**src/rtl/multicycle_ctrl.sv**
```systemverilog
`default_nettype none
// ============================================================================
// Module      : multicycle_ctrl
// Description : Multicycle control sequencer for the 32-bit core datapath.
//               Walks every instruction through FETCH/DECODE/EXEC/MEM/WB,
//               emits per-state datapath strobes and mux selects, waits on
//               the unified memory handshake and counts retired instructions.
//               HALT and TRAP are absorbing; only rst leaves them.
// Ports       : clk, rst (async, active-high)
//               opcode[4:0]  IR[31:27], latched in DECODE
//               zero         ALU zero flag, used in the EXEC cycle of BEQ
//               mem_ready    memory completes the current request
//               ir_write, pc_write, pc_branch      PC / IR strobes
//               mem_req, mem_we, mem_addr_sel      memory request
//               ext_sel, alu_src_b, alu_op[1:0]    ALU / extender control
//               reg_write, mem_to_reg              register writeback
//               halted, illegal                    stop status
//               instret[CNT_W-1:0]                 retired-instruction count
// Revision    : 1.0 - initial release
// ============================================================================
module multicycle_ctrl #(
  parameter int CNT_W = 32
) (
  input  logic             clk,
  input  logic             rst,
  input  logic [4:0]       opcode,
  input  logic             zero,
  input  logic             mem_ready,
  output logic             ir_write,
  output logic             pc_write,
  output logic             pc_branch,
  output logic             mem_req,
  output logic             mem_we,
  output logic             mem_addr_sel,
  output logic             ext_sel,
  output logic             alu_src_b,
  output logic [1:0]       alu_op,
  output logic             reg_write,
  output logic             mem_to_reg,
  output logic             halted,
  output logic             illegal,
  output logic [CNT_W-1:0] instret
);

  localparam logic [4:0] OP_ADD  = 5'b00000;
  localparam logic [4:0] OP_SUB  = 5'b00001;
  localparam logic [4:0] OP_AND  = 5'b00010;
  localparam logic [4:0] OP_OR   = 5'b00011;
  localparam logic [4:0] OP_ADDI = 5'b01000;
  localparam logic [4:0] OP_ANDI = 5'b01001;
  localparam logic [4:0] OP_ORI  = 5'b01010;
  localparam logic [4:0] OP_LW   = 5'b10000;
  localparam logic [4:0] OP_SW   = 5'b10001;
  localparam logic [4:0] OP_BEQ  = 5'b11000;
  localparam logic [4:0] OP_HALT = 5'b11111;

  typedef enum logic [2:0] {
    S_FETCH  = 3'd0,
    S_DECODE = 3'd1,
    S_EXEC   = 3'd2,
    S_MEM    = 3'd3,
    S_WB     = 3'd4,
    S_HALT   = 3'd5,
    S_TRAP   = 3'd6
  } state_e;

  state_e           state_q, state_d;
  logic [4:0]       opcode_q, opcode_d;
  logic [CNT_W-1:0] instret_q, instret_d;
  logic             retire;

  always_ff @(posedge clk or posedge rst) begin
    if (rst) begin
      state_q   <= S_FETCH;
      opcode_q  <= 5'b00000;
      instret_q <= '0;
    end else begin
      state_q   <= state_d;
      opcode_q  <= opcode_d;
      instret_q <= instret_d;
    end
  end

  always_comb begin
    state_d      = state_q;
    opcode_d     = opcode_q;
    retire       = 1'b0;
    ir_write     = 1'b0;
    pc_write     = 1'b0;
    pc_branch    = 1'b0;
    mem_req      = 1'b0;
    mem_we       = 1'b0;
    mem_addr_sel = 1'b0;
    ext_sel      = 1'b0;
    alu_src_b    = 1'b0;
    alu_op       = 2'b00;
    reg_write    = 1'b0;
    mem_to_reg   = 1'b0;
    halted       = 1'b0;
    illegal      = 1'b0;

    case (state_q)
      S_FETCH: begin
        mem_req = 1'b1;
        if (mem_ready) begin
          ir_write = 1'b1;
          pc_write = 1'b1;
          state_d  = S_DECODE;
        end
      end

      S_DECODE: begin
        opcode_d = opcode;
        case (opcode)
          OP_ADD, OP_SUB, OP_AND, OP_OR,
          OP_ADDI, OP_ANDI, OP_ORI,
          OP_LW, OP_SW, OP_BEQ: state_d = S_EXEC;
          OP_HALT:              state_d = S_HALT;
          default:              state_d = S_TRAP;
        endcase
      end

      S_EXEC: begin
        case (opcode_q)
          // R-type opcodes carry the ALU operation in their low two bits
          OP_ADD, OP_SUB, OP_AND, OP_OR: begin
            alu_op  = opcode_q[1:0];
            state_d = S_WB;
          end
          OP_ADDI: begin
            alu_op    = 2'b00;
            alu_src_b = 1'b1;
            ext_sel   = 1'b1;
            state_d   = S_WB;
          end
          OP_ANDI: begin
            alu_op    = 2'b10;
            alu_src_b = 1'b1;
            state_d   = S_WB;
          end
          OP_ORI: begin
            alu_op    = 2'b11;
            alu_src_b = 1'b1;
            state_d   = S_WB;
          end
          OP_LW, OP_SW: begin
            alu_op    = 2'b00;
            alu_src_b = 1'b1;
            ext_sel   = 1'b1;
            state_d   = S_MEM;
          end
          OP_BEQ: begin
            alu_op    = 2'b01;
            ext_sel   = 1'b1;
            pc_branch = zero;
            retire    = 1'b1;
            state_d   = S_FETCH;
          end
          // Only legal opcodes reach EXEC; anything else is a corrupted register
          default: state_d = S_TRAP;
        endcase
      end

      S_MEM: begin
        mem_req      = 1'b1;
        mem_addr_sel = 1'b1;
        mem_we       = (opcode_q == OP_SW);
        if (mem_ready) begin
          if (opcode_q == OP_SW) begin
            retire  = 1'b1;
            state_d = S_FETCH;
          end else begin
            state_d = S_WB;
          end
        end
      end

      S_WB: begin
        reg_write  = 1'b1;
        mem_to_reg = (opcode_q == OP_LW);
        retire     = 1'b1;
        state_d    = S_FETCH;
      end

      S_HALT: halted  = 1'b1;
      S_TRAP: illegal = 1'b1;

      default: state_d = S_FETCH;
    endcase

    instret_d = retire ? (instret_q + CNT_W'(1)) : instret_q;
  end

  assign instret = instret_q;

endmodule
`default_nettype wire

```
**config.mk**
```make
export PLATFORM = sky130hd
export DESIGN_NAME = multicycle_ctrl
export DESIGN_NICKNAME = d
export VERILOG_FILES = /design/src/rtl/multicycle_ctrl.sv
export SDC_FILE = /design/constraint.sdc
export NUM_CORES = 1
export LEC_CHECK = 0
export ABC_CLOCK_PERIOD_IN_PS = 2300
export BUFFER_PORTS_ARGS = -buffer_cell sky130_fd_sc_hd__buf_4
export CELL_PAD_IN_SITES_DETAIL_PLACEMENT = 1
export CELL_PAD_IN_SITES_GLOBAL_PLACEMENT = 2
export CORE_MARGIN = 10
export CORE_UTILIZATION = 30
export CTS_CLUSTER_DIAMETER = 60
export DETAILED_ROUTE_END_ITERATION = 12
export MAX_ROUTING_LAYER = met4
export PLACE_DENSITY = 0.84
export SKIP_CTS_REPAIR_TIMING = 1
export SLEW_MARGIN = 20
export SYNTH_ARGS = -nofsm -noshare
export SYNTH_HDL_FRONTEND = slang
export SYNTH_SLANG_ARGS = --single-unit
```
**constraint.sdc**
```tcl
create_clock -name clk -period 2.3 [get_ports clk]
set_input_delay 0.345 -clock clk [delete_from_list [all_inputs] [get_ports clk]]
set_output_delay 0.345 -clock clk [all_outputs]
set_load 0.02 [all_outputs]
```
=== After elaboration in Yosys (flattened, before gate mapping) ===
Memory sizes are Yosys's and may differ from the RTL's.
Cells that the tools add are included.

* Multiplexer cells: 26
* Equality and inequality tests: 17
* Bitwise operators: 1
* Add/sub/neg operators: 1
* Reductions and logical operators: 10

{| class="wikitable"
|+ Operators by type and width
! operator !! number
|-
| adder 32 x 1 -> 32 bit, second input constant || 1
|-
| 2-to-1 mux 1 bit || 18
|-
| == test 5 x 4 -> 1 bit, second input constant || 3
|-
| == test 5 bit, second input constant || 3
|-
| one-hot mux 3 bit (5 select lines) || 1
|-
| == test 5 x 2 -> 1 bit, second input constant || 2
|-
| == test 3 bit, second input constant || 3
|-
| 2-to-1 mux 3 bit || 3
|-
| one-hot mux 3 bit (3 select lines) || 1
|-
| one-hot mux 2 bit (4 select lines) || 1
|-
| OR reduction 4 bit || 2
|-
| OR reduction 7 bit || 1
|-
| == test 3 x 2 -> 1 bit, second input constant || 2
|-
| OR reduction 2 bit || 3
|-
| == test 5 x 1 -> 1 bit, second input constant || 1
|-
| logical NOT 5 bit || 1
|-
| OR reduction 5 bit || 1
|-
| != test 2 bit, second input constant || 2
|-
| == test 3 x 1 -> 1 bit, second input constant || 1
|-
| logical NOT 3 bit || 1
|-
| one-hot mux 1 bit (3 select lines) || 1
|-
| AND reduction 3 bit || 1
|-
| 2-to-1 mux 2 bit || 1
|-
| inverter 1 bit || 1
|}

* Output and inout bits: 46
* Flip-flop bits (word level): 40
* ROM bits: 96
* Bits of input ports: 9
* Word-level logic and storage cells: 59
* Memories: 1

{| class="wikitable"
|+ Memory list
! memory !! words !! bits a word !! rd ports !! clocked after memory_dff !! wr ports !! RTL line !! source
|-
| (name not given) || 32 || 3 || 1 || 0 || 0 || 114 || <nowiki>case (opcode)</nowiki>
|}

=== Logic depth before layout (Yosys ltp) ===
Gate-level depths: netlist of the first run.

* Depth after elaboration: 4
* Gate-level depth with buffers: 7
* Depth with buffers taken out: 5

=== Worst setup path after synthesis of the first run ===
OpenSTA, ideal clock, no wires.

* Path kind: reg-to-output
* Start point: register state_q[1]
* End point: output ext_sel
* Stages on the path, launching flop included: 5
* Data arrival time: 1.892 ns
* Path slack: 0.063 ns
* Cells stage by stage: dfrtp_1 clkbuf_1 nand2b_1 or3_1 nor4b_1

* Word-level cells in the longest chain between the ends: 2

{| class="wikitable"
|+ RTL lines
! element !! RTL line !! source
|-
| start, declared || 67 || <nowiki>state_e state_q, state_d;</nowiki>
|-
| start signal, assigned || 78 || <nowiki>state_q <= state_d;</nowiki>
|-
| == test 3 x 2 -> 1 bit || 102 || <nowiki>case (state_q)</nowiki>
|-
| 2-to-1 mux 1 bit || 102 ||
|-
| end, declared || 35 || <nowiki>output logic ext_sel,</nowiki>
|}

No other way between the ends.

=== Worst setup path after layout of the first run ===
* Start point: register opcode_q[1]
* End point: output mem_to_reg

* Word-level cells in the longest chain between the ends: 2

{| class="wikitable"
|+ RTL lines
! element !! RTL line !! source
|-
| start, declared || 68 || <nowiki>logic [4:0] opcode_q, opcode_d;</nowiki>
|-
| start signal, assigned || 79 || <nowiki>opcode_q <= opcode_d;</nowiki>
|-
| == test 5 bit || 180 || <nowiki>mem_to_reg = (opcode_q == OP_LW);</nowiki>
|-
| 2-to-1 mux 1 bit || 102 ||
|-
| end, declared || 39 || <nowiki>output logic mem_to_reg,</nowiki>
|}

No other way between the ends.

==> results.md, run 1 <==
- The flow ran to the end, and the final reports show no timing, DRC or antenna violations.
- The cell area that synthesis handed to floorplanning was roughly 2100 um^2.
- The total wirelength of the detailed-routed design is approximately 5800 um.
- Measured against its own limit, the worst slew margin works out to roughly 66%.
- The maximum clock frequency is ~0.46 GHz.
- Using the TritonRoute via totals, the vias-per-cell ratio works out to 4.83.
- The net count after synthesis is roughly 220.
- The wire length on met2 is between 2000 and 3000 um.
- Synthesis inferred 40 register bits.
- In the final routing, the length of wire on met1 measures 2750 um.
- The number of max-slew violations in the final report is 0.
- The peak supply drop is around 0.30 mV.
- Setup violations remaining at the end of the flow were counted as 0.
- During synthesis, Yosys emitted a total of 0 warnings.
- The placeable core region is about 7000 um^2.
- TritonCTS built the clock tree.
- At the worst endpoint, the required time is slightly below 2000 ps.
- After synthesis, the cell types taking the most area are sky130_fd_sc_hd__dfrtp_1, sky130_fd_sc_hd__xnor2_1, sky130_fd_sc_hd__xor2_1.
- The type of the most critical hold path is input pin to async pin.
- In this run the count of I/O pins placed on the die edge is 55.
- The met3 routed wirelength is ~220 um.
- Summed over all layers, the global routing overflow is 0.
- The area of the multi-input gates is around 1100 um^2.
- Detailed placement ended at an HPWL of between 4000 and 5000 um.
- The reg-to-reg setup timing slack is 230 ps.
- On the critical path, the stage with the largest delay is an instance of sky130_fd_sc_hd__dfrtp_1.
- The leading cell type by number of instances after synthesis is sky130_fd_sc_hd__dfrtp_1.
- Setup repair after global routing left no endpoint under its margin.
- Across every metal layer, demand over resource in global routing totals ~11%.
- The routed layout has approximately 1800 vias.
- For this run, the detailed router's first-pass iteration total came to 4.
- The number of enable-type register cells in the synthesized netlist is 0.
- For this block, the initial DRC count from the detailed router was between 50 and 60.
- The number of remaining DRC errors is 0.
- The kind of cell with the highest combined delay along the critical path is simple AND/OR/NAND/NOR gates.
- The net count of the finished layout is approximately 280.
- Counting I/O delays and the setup requirement, the final critical path takes ~2200 ps.
- Across the run, the number of max-cap violations was 0.
- The number of standard cells in the final layout excluding fillers is 368.
- The layout has about 800 filler cells.
- For this run, the register share of the synthesized area comes to 47.2%.
- The number of placed instances with taps included is 360.
- Clock skew on the completed layout was measured at about 6.0 ps.
- The total number of cells along the worst setup path is 4.
- After detailed routing, no signal wire sits above met4.
- The delay contributed by the slowest stage of the critical path is ~470 ps.
- Dividing the detail-routed wire length by the instance count gives approximately 16 um.
- The floorplan step set the die height to approximately 100 um.
- At the pin with the least slew margin, the transition time is approximately 510 ps.
- The clock-pin slew on the worst setup and hold paths is 70 ps.
- The synthesis-to-finish area growth is 31.7%.
- The number of antenna diodes is 0.
- For this run, the share of the core covered by cells in the final layout is between 40 and 50%.
- The count of buffer and inverter cells on the critical path is 1.
- The routability congestion estimate is approximately 0.80.
- The category of the worst setup path launch point is a register.
- In the final layout, the share of cells above drive strength 1 is 32.7%.
- The cell count of the worst reg-to-reg path is 5.
- The count of port buffers added during placement is 54.
- Walking the worst path, the cells encountered are nand2b_2 > or3_1 > nor4_2 > buf_4.
- For the final routed database, the setup TNS stands at 0 ps.
- The die covers about 11000 um^2.
- By count the netlist is led by sky130_fd_sc_hd__dfrtp_1, sky130_fd_sc_hd__nor2_1, sky130_fd_sc_hd__xnor2_1.
- The floorplan step set the die width to 104 um.
- The hold violation total from the final report is 0.
- The initial utilization of the core area, before any placement, comes to between 30% and 40%.
- STA classifies the critical path endpoint as a primary output.
- The share of the synthesized area in the top cell type is 47.2%.
- The number of antenna violations at the first check in global routing is 0.
- The first global-routing pass estimated roughly 9700 um of wire.
- The number of global-route vias before repair is between 1500 and 2000.
- The portion of the clock cycle consumed by the worst path in the final layout is 95.0%.
- The clock tree synthesis step divided the H-tree into 2 levels.
- The tree built by TritonCTS fans out to 40 sinks.
- Row generation in the floorplan step produced 30 rows.
- The number of distinct library cell variants in the gate-level netlist after synthesis is 39.
- The synthesized design spends more area on one cell type than any other, namely sky130_fd_sc_hd__dfrtp_1.
- For this design the static power due to leakage is 1.30 nW.
- The flip-flop cell with the highest count after synthesis is sky130_fd_sc_hd__dfrtp_1.
- The async set or reset register ratio after synthesis is 100%.
- The total clock buffers created by CTS is 5.
- The clock reaches the later pin of the worst-skew pair after about 290 ps.
- After synthesis, the mean cell area works out to roughly 10 um^2.
- After technology mapping, the gate count stands at between 200 and 250.
- The clock passes through at most 2 buffers.
- The highest net fanout along the worst path is 7.
- The master cell of the clock root buffer is sky130_fd_sc_hd__clkbuf_8.
- STA puts the critical path data arrival time at 1840 ps.
- The detail route stage leaves a number of antenna-violating nets equal to 0.
- The sequential cells in the finished layout cover a total of 1000 um^2.
- Entering global routing, the biggest net connects ~40 pins.
- The start-to-end type of the worst setup path is register to primary output.
- In this run the power density over the cells is between 900 and 1000 nW/um^2.
[worst paths after layout]
| path | from | endpoint |
|---|---|---|
| setup / recovery | opcode_q[1] | mem_to_reg |
| hold / removal | rst | opcode_q[1] |
| setup reg to reg | state_q[0] | instret[12] |
| hold reg to reg | instret[31] | instret[31] |
| max in group asynchronous | rst | state_q[1] |
| min in group clk | opcode[0] | opcode_q[0] |
[cells by family (layout without fill, tap and decap cells)]
| kind of cell | Yosys count | in the layout | synth area share [%] |
|---|---|---|---|
| buf+inv | 17 | 78 | 3.36 |
| simple gates | 92 | 92 | 23.1 |
| fa+ha+maj | 2 | 2 | 1.06 |
| compound gates | 21 | 21 | 8.55 |
| flops | 40 | 40 | 47.2 |
| mux | 5 | 5 | 2.65 |
| xor+xnor | 34 | 34 | 14.0 |
[stage by stage]
stage	worst slack [ps]	instance area, um^2	total power [W]	hold slack, ps
after floorplan	63.4	2120	0.00170	497
after global placement	184	2670	0.00209	463
after detailed placement	108	2670	0.00213	483
after CTS	6.86	2780	0.00270	196
after global routing	16.0	2790	0.00286	231
final	114	2790	0.00268	171
[flip-flops by register name, summed over array words and instances (netlist names)]
signal and flops:
instret 32, opcode_q 5, state_q 3
[routing by layer]
metal | GRT usage (%) | up-vias
li1 | - | 855
met1 | 13.6 | 875
met2 | 17.6 | 42
met3 | 2.79 | 7
met4 | 2.68 | 0
met5 | - | -
[placed cells by master (no fill, tap or decap), types with 2 or more instances in the layout]
cell type / Yosys / final
sky130_fd_sc_hd__nand3_1: 10 / 10
sky130_fd_sc_hd__and4_1: 3 / 3
sky130_fd_sc_hd__o21ai_0: 3 / 3
sky130_fd_sc_hd__a21oi_1: 5 / 5
sky130_fd_sc_hd__clkbuf_8: 0 / 5
sky130_fd_sc_hd__nand2_1: 16 / 16
sky130_fd_sc_hd__or3_1: 2 / 2
sky130_fd_sc_hd__xor2_1: 15 / 15
sky130_fd_sc_hd__inv_1: 7 / 7
sky130_fd_sc_hd__xnor2_1: 19 / 19
sky130_fd_sc_hd__nor3_1: 6 / 6
sky130_fd_sc_hd__nor4_1: 3 / 2
sky130_fd_sc_hd__o211ai_2: 2 / 2
sky130_fd_sc_hd__o311ai_0: 2 / 2
sky130_fd_sc_hd__mux2_2: 5 / 5
sky130_fd_sc_hd__nor3_2: 4 / 4
sky130_fd_sc_hd__and3_1: 4 / 4
sky130_fd_sc_hd__nor2_1: 22 / 22
sky130_fd_sc_hd__nand4_1: 11 / 11
sky130_fd_sc_hd__buf_4: 2 / 63
sky130_fd_sc_hd__and2_1: 2 / 2
sky130_fd_sc_hd__dfrtp_1: 40 / 39
sky130_fd_sc_hd__nand2b_1: 4 / 3
[worst reg2reg max path: cells and delay by family, from the launching register on]
kind | cells | cell delay (ps)
DFF | 1 | 380
AOI/OAI and AO/OA | 2 | 860
and+or+nand+nor | 2 | 560
xor gates and xnor gates | 1 | 160
[final cells by class]
type                    instances  area share, %
clock buffers                   6           2.60
flip-flops and latches         40           35.9
multi-input cells             154           38.1
well taps                      96           4.30
clock inverters                 2           1.25
repair buffers                 63           16.9
inverters                       7          0.940
[power breakdown]
group	total [W]	internal [W]	switching (W)
registers	0.000965	0.000820	0.000144
logic	0.00115	0.000485	0.000664
clock network	0.000566	0.000322	0.000244
Power figures use the tool's default switching activity.
==> run 2, diff against run 1 <==
--- a/config.mk
+++ b/config.mk
@@ -5,7 +5,7 @@
 export SDC_FILE = /design/constraint.sdc
 export NUM_CORES = 1
 export LEC_CHECK = 0
-export ABC_CLOCK_PERIOD_IN_PS = 2300
+export ABC_CLOCK_PERIOD_IN_PS = 2600
 export BUFFER_PORTS_ARGS = -buffer_cell sky130_fd_sc_hd__buf_4
 export CELL_PAD_IN_SITES_DETAIL_PLACEMENT = 1
 export CELL_PAD_IN_SITES_GLOBAL_PLACEMENT = 2
==> constraint.sdc (replaced) <==
create_clock -name clk -period 2.6 [get_ports clk]
set_input_delay 0.39 -clock clk [delete_from_list [all_inputs] [get_ports clk]]
set_output_delay 0.39 -clock clk [all_outputs]
set_load 0.02 [all_outputs]
==> results.md, run 2 (synthesis results as in run 1) <==
- The flow ran to the end, and the final reports show no timing, DRC or antenna violations.
- The cell row count was 30 (unchanged).
- The number of filler instances in the final layout is 816 (unchanged).
- The overall track demand over capacity in global routing is 10.7% (-0.26 points).
- The count of buffer and inverter cells on the critical path is 1 (unchanged).
- The number of iterations in the first detailed-routing pass came to 4 (unchanged).
- The total clock buffers created by CTS is 5 (unchanged).
- Setup repair after global routing left no endpoint under its margin.
- The wire length per cell after detailed routing is 15.7 um (-0.70%).
- The level count of the clock H-tree is 2 (unchanged).
- The worst-margin pin slew is 511 ps (+2.58 ps).
- The footprint of the flip-flops and latches is 1000 um^2 (-0.12%).
- The cell count of the worst reg-to-reg path came to 5 (unchanged).
- The sum of overflow across all layers after global routing is 0 (unchanged).
- The number of design-rule violations left by the first detailed-router iteration came to 37 (-35%).
- The total die area is 10800 um^2 (unchanged).
- The leading cell type in the layout, fill and taps excluded is sky130_fd_sc_hd__buf_4.
- STA classifies the critical path startpoint as a register.
- The met3 routed wirelength is 167 um (-22%).
- The proportion of power drawn by flip-flops and latches was 36.9% (+0.9 points).
- The setup slack of the critical path after layout is 191 ps (+76.9 ps).
- The maximum clock frequency is between 0.4 and 0.5 GHz.
- The die boundary width is 104 um (unchanged).
- The number of top-level pins is 55 (unchanged).
- The clock tree skew after final layout is 13.8 ps (+7.85 ps).
- The highest net fanout along the worst path came to 9 (+2).
- The reg-to-reg endpoint is instret[15].
- Among all stages on the critical path, the largest delay is contributed by sky130_fd_sc_hd__dfrtp_1.
- The minimum setup slack after placement is 407 ps (+299 ps).
- The reg-to-reg setup timing slack came to 420 ps (+190 ps).
- The relative slew slack is 65.9% (-0.17 points).
- The endpoint required time on the critical path was 2210 ps (+250 ps).
- The area of the multi-input gates is 1050 um^2 (-1.5%).
- The worst setup path is of the register to primary output kind.
- The hold violation total from the final report is 0 (unchanged).
- The latest clock arrival within the worst-skew pair is 290 ps (about the same).
- The time the final worst path needs with I/O delays and setup is between 2000 and 2500 ps.
- The total wirelength of the detailed-routed design was 5740 um (-1.2%).
- The synthesis-to-finish area growth is 30.9%.
- The sum of net half-perimeters after detailed placement was 4360 um (-2.4%).
- The switching fraction of total power came to 38.5% (-0.76 points).
- The number of max-cap violations is 0 (unchanged).
- The power dissipated by switching net loads is 0.000904 W (-14%).
- In the finished design, the share of the clock period the worst path needs comes to roughly 93%.
- The number of placed instances with taps included is 358 (-0.56%).
- The setup TNS is 0 ps (unchanged).
- The number of antenna violations at the first check in global routing came to 0 (unchanged).
- The number of nets still failing antenna checks after routing is 0 (unchanged).
- The count of nets after finishing is 279 (-0.71%).
- The number of max-slew violations in the final report is 0 (unchanged).
- The vias per cell was 4.81 (-0.53%).
- The highest metal layer with signal wires is met3.
- The number of standard cells in the final layout excluding fillers is 366 (-0.54%).
- The wire length on met2 is 2690 um (-3.7%).
- The power density over the cells is 846 nW/um^2 (-12%).
- The signal arrival time at the worst endpoint is 2020 ps (+180 ps).
- The worst hold path belongs to the class input pin to async pin.
- The number of antenna diodes was 0 (unchanged).
- The delay contributed by the slowest stage of the critical path came to 500 ps (+30 ps).
- The largest net degree at the start of global routing is 41 (unchanged).
- The clock-pin slew on the worst setup and hold paths came to 80 ps (about the same).
- The post-route worst hold slack came to 229 ps (+57.9 ps).
- The clock power share came to 22.4% (+1.3 points).
- The master cell of the clock root buffer is sky130_fd_sc_hd__clkbuf_8.
- The count of port buffers added during placement was 54 (unchanged).
- The peak supply drop came to 0.341 mV (+13%).
- The type of destination of the critical path is a primary output.
- The static leakage is 1.29 nW (-0.39%).
- The routed length on met1 is 2880 um (+4.9%).
- The first-pass GRT wire length is 9640 um (-0.57%).
- The dominant delay contributor by cell family on the critical path is simple AND/OR/NAND/NOR gates.
- The TritonCTS clock tree is yes.
- The starting density of the core is 31.0% (unchanged).
- The signal on the critical path passes through nand2b_1 > or3_1 > nor4b_1 > buf_4.
- The routability congestion estimate is 0.819 (+2.3%).
- The share of layout cells above drive strength 1 is 30.7% (-2.0 points).
- The vias after detailed routing is 1760 (-1.1%).
- The overall die height is 104 um (unchanged).
- The design internal power is 0.00144 W (-11%).
- The maximum clock path buffer count is 2 (unchanged).
- The placeable core region is 6830 um^2 (unchanged).
- The number of global-route vias before repair is 1859 (-2.4%).
- The number of remaining DRC errors was 0 (unchanged).
- The library cells used most frequently in the layout, excluding fill and tap cells, are sky130_fd_sc_hd__buf_4, sky130_fd_sc_hd__dfrtp_1, sky130_fd_sc_hd__nor2_1.
- The fraction of power consumed by combinational cells came to 40.7% (-2.2 points).
- The worst flop-to-flop path startpoint is state_q[0].
- The flip-flop count of the largest register after layout is 32 (unchanged).
- The number of setup violations in the final report is 0 (unchanged).
- The clock net sink count is 40 (unchanged).
==> run 2: cell count changes in the layout (fill, tap and decap cells not counted), sizes merged <==
cell,before,now
buf,63,61
==> run 2: tightest hold or removal path, delay by kind of cell <==
family / cells / cell delay [ps]
buffers and inverters: 3 / 580
==> run 2: worst max path at each step <==
| stage | endpoint | depth (start not counted) | startpoint |
|---|---|---|---|
| final | ext_sel | 4 | state_q[1] |
| after global routing | ext_sel | 4 | state_q[1] |
| after CTS | ext_sel | 4 | state_q[1] |
| after detailed placement | instret[15] | 5 | state_q[0] |
| after global placement | instret[15] | 5 | state_q[0] |
| after floorplan | ext_sel | 4 | state_q[1] |
==> run 2: per-stage QoR <==
stage | cell area (um^2) | total power (W) | util [%]
after floorplan | 2120 | 0.00150 | -
after global placement | 2650 | 0.00183 | 38.8
after detailed placement | 2650 | 0.00185 | 38.8
after CTS | 2780 | 0.00239 | 40.6
after global routing | 2780 | 0.00252 | 40.6
final | 2780 | 0.00235 | 40.6
==> run 2: layout make-up <==
class	count	share of cell area [%]
sequential	40	36.1
inverter	7	0.947
multi-input combinational	154	37.8
timing repair buffer	61	16.5
clock inverter	2	1.40
clock buffer	6	2.98
tap	96	4.33
==> run 2: power by group through the flow <==
stage / registers (W) / logic [W] / clock network, W
finish: 0.000866 / 0.000956 / 0.000527
global route: 0.000886 / 0.00106 / 0.000574
CTS: 0.000867 / 0.000976 / 0.000546
detailed placement: 0.000878 / 0.000975 / 0
global placement: 0.000871 / 0.000955 / 0
floorplan: 0.000857 / 0.000643 / 0
==> run 2: metal layers <==
metal	track usage, %	vias to the layer above
met3	2.35	0
met5	-	-
met1	14.1	865
met4	1.49	0
met2	16.8	40
li1	-	855
==> run 3, diff against run 2 <==
--- a/config.mk
+++ b/config.mk
@@ -5,10 +5,11 @@
 export SDC_FILE = /design/constraint.sdc
 export NUM_CORES = 1
 export LEC_CHECK = 0
-export ABC_CLOCK_PERIOD_IN_PS = 2600
+export ABC_CLOCK_PERIOD_IN_PS = 2700
 export BUFFER_PORTS_ARGS = -buffer_cell sky130_fd_sc_hd__buf_4
 export CELL_PAD_IN_SITES_DETAIL_PLACEMENT = 1
 export CELL_PAD_IN_SITES_GLOBAL_PLACEMENT = 2
+export CORE_ASPECT_RATIO = 0.6
 export CORE_MARGIN = 10
 export CORE_UTILIZATION = 30
 export CTS_CLUSTER_DIAMETER = 60
==> constraint.sdc (replaced) <==
create_clock -name clk -period 2.7 [get_ports clk]
set_input_delay 0.405 -clock clk [delete_from_list [all_inputs] [get_ports clk]]
set_output_delay 0.405 -clock clk [all_outputs]
set_load 0.02 [all_outputs]
==> results.md, run 3 (synthesis results as in run 1) <==
- The routed length on met1 is 3290 um (+14%).
- The number of iterations in the first detailed-routing pass is 4 (unchanged).
- The static leakage was 1.31 nW (+1.2%).
- The endpoint required time on the critical path is 2300 ps (+90 ps).
- The worst hold path belongs to the class input pin to async pin.
- The minimum setup slack after placement is 508 ps (+100 ps).
- The wire length per cell after detailed routing is 17.0 um (+8.5%).
- The overall die height is 85.1 um (-18%).
- The number of remaining DRC errors is 0 (unchanged).
- The number of antenna diodes is 0 (unchanged).
- The reg-to-reg setup timing slack came to 510 ps (+90 ps).
- The clock tree skew after final layout is 6.73 ps (-7.07 ps).
- The level count of the clock H-tree is 2 (unchanged).
- The area of the multi-input gates is 1050 um^2 (unchanged).
- The die boundary width is 129 um (+24%).
- The critical path is of the register to primary output type.
- The signal arrival time at the worst endpoint is 2000 ps (-20 ps).
- The sum of overflow across all layers after global routing came to 0 (unchanged).
- The share of layout cells above drive strength 1 is 30.7% (unchanged).
- The cell count of the worst reg-to-reg path is 5 (unchanged).
- The number of standard cells in the final layout excluding fillers came to 357 (-2.5%).
- The highest net fanout along the worst path is 9 (unchanged).
- The peak supply drop is 0.450 mV (+32%).
- The setup TNS is 0 ps (unchanged).
- The first-pass GRT wire length is 10200 um (+5.9%).
- The maximum clock path buffer count was 2 (unchanged).
- The portion of the clock cycle consumed by the worst path in the final layout is 89.1%.
- The post-route worst hold slack is 264 ps (+35.7 ps).
- The total wirelength of the detailed-routed design was 6070 um (+5.9%).
- The number of placed instances with taps included was 349 (-2.5%).
- The number of design-rule violations left by the first detailed-router iteration is 91 (+150%).
- The total die area was 10900 um^2 (+1.0%).
- The most critical setup path has its endpoint at ext_sel.
- The footprint of the flip-flops and latches came to 1000 um^2 (unchanged).
- The total clock buffers created by CTS is 5 (unchanged).
- The vias per cell is 4.95 (+3.0%).
- The worst flop-to-flop path startpoint is state_q[0].
- The TritonCTS clock tree is yes.
- The clock net sink count came to 40 (unchanged).
- The number of antenna violations at the first check in global routing is 0 (unchanged).
- The relative slew slack came to 64.4% (-1.5 points).
- The met3 routed wirelength came to 269 um (+61%).
- Setup repair after global routing left no endpoint under its margin.
- The clock period could shrink to 2400 ps.
- The number of nets still failing antenna checks after routing is 0 (unchanged).
- The starting density of the core is 31.4% (+0.32 points).
- Leaving out fill and tap cells, the most frequent cells in the layout are sky130_fd_sc_hd__buf_4, sky130_fd_sc_hd__dfrtp_1, sky130_fd_sc_hd__nor2_1.
- The library cell used most frequently in the layout, excluding fill and tap cells, is sky130_fd_sc_hd__buf_4.
- In this run the worst setup path begins at state_q[1].
- In this run the top signal layer used is met4.
- The number of setup violations in the final report was 0 (unchanged).
- The number of top-level pins is 55 (unchanged).
- The category of the worst setup path launch point is a register.
- The hold violation total from the final report is 0 (unchanged).
- The power density over the cells came to 851 nW/um^2 (+0.57%).
- The overall power consumption is 0.00238 W (+1.2%).
- The placeable core region is 6760 um^2 (-1.0%).
- The reg-to-reg endpoint is instret[8].
- The count of nets after finishing is 279 (unchanged).
- The latest clock arrival within the worst-skew pair was 280 ps (about the same).
- The cell row count came to 23 (-23%).
- The largest net degree at the start of global routing is 41 (unchanged).
- The clock-pin slew on the worst setup and hold paths came to 60 ps (-20 ps).
- The sum of net half-perimeters after detailed placement is 4660 um (+6.9%).
- Compared with the post-synthesis result, the final layout area differs by 31.6%.
- The overall track demand over capacity in global routing is 11.7% (+0.98 points).
- The number of max-slew violations in the final report is 0 (unchanged).
- The number of filler instances in the final layout is 757 (-7.2%).
- The number of global-route vias before repair is 1883 (+1.3%).
- The flip-flop count of the largest register after layout is 32 (unchanged).
- The count of port buffers added during placement is 54 (unchanged).
- The master cell of the clock root buffer is sky130_fd_sc_hd__clkbuf_16.
- The run finished with clean final reports.
- The type of destination of the critical path is a primary output.
- The worst-margin pin slew was 534 ps (+22.7 ps).
- The vias after detailed routing came to 1768 (+0.45%).
- The maximum clock frequency is between 0.4 and 0.5 GHz.
- The number of max-cap violations is 0 (unchanged).
- The setup slack of the critical path after layout is 296 ps (+104 ps).
- The routability congestion estimate is 0.764 (-6.7%).
- The wire length on met2 is 2490 um (-7.3%).
==> run 3: cell count changes in the layout (fill, tap and decap cells not counted) <==
cell / previous run / this run
sky130_fd_sc_hd__bufinv_16: 1 / 0
sky130_fd_sc_hd__clkinv_2: 0 / 2
sky130_fd_sc_hd__clkinv_4: 1 / 0
sky130_fd_sc_hd__clkbuf_16: 0 / 5
sky130_fd_sc_hd__clkbuf_8: 6 / 1
==> run 3: power breakdown <==
part           switching [W]  leakage, nW  internal [W]
Combinational       0.000551        0.709      0.000392
Clock               0.000231       0.0766      0.000364
Sequential          0.000139        0.520      0.000698
==> run 3: worst min-delay path by stage <==
stage | from | end | slack, ps | cells after the start
2_1_floorplan | opcode[0] | opcode_q[0] | 560 | 1
3_3_place_gp | instret[31] | instret[31] | 460 | 1
3_5_place_dp | instret[31] | instret[31] | 470 | 1
4_1_cts | rst | instret[9] | 290 | 3
5_1_grt | rst | instret[8] | 330 | 3
6_report | rst | instret[4] | 260 | 3
==> run 3: cell type report <==
cell class,count,share of cell area [%]
multi-input cells,154,37.6
flip-flops and latches,40,35.9
inverters,7,0.941
well taps,87,3.90
repair buffers,61,16.4
clock inverters,2,0.359
clock buffers,6,4.98
==> run 3: through the flow <==
| stage | instance area [um^2] | utilization, % |
|---|---|---|
| final | 2790 | 41.3 |
| after global routing | 2790 | 41.3 |
| after CTS | 2790 | 41.3 |
| after detailed placement | 2640 | 39.1 |
| after global placement | 2640 | 39.1 |
| after floorplan | 2120 | - |
==> run 3: worst max-delay path, stage by stage (launching register included) <==
cell                       delay (ps)
sky130_fd_sc_hd__dfrtp_1          480
sky130_fd_sc_hd__nand2b_1         220
sky130_fd_sc_hd__or3_1            460
sky130_fd_sc_hd__nor4b_1          350
sky130_fd_sc_hd__buf_4            210
==> run 3: per-layer routing <==
layer	track usage [%]	up-vias
met5	-	-
met3	3.98	2
li1	-	858
met4	1.71	0
met1	16.6	872
met2	15.9	36
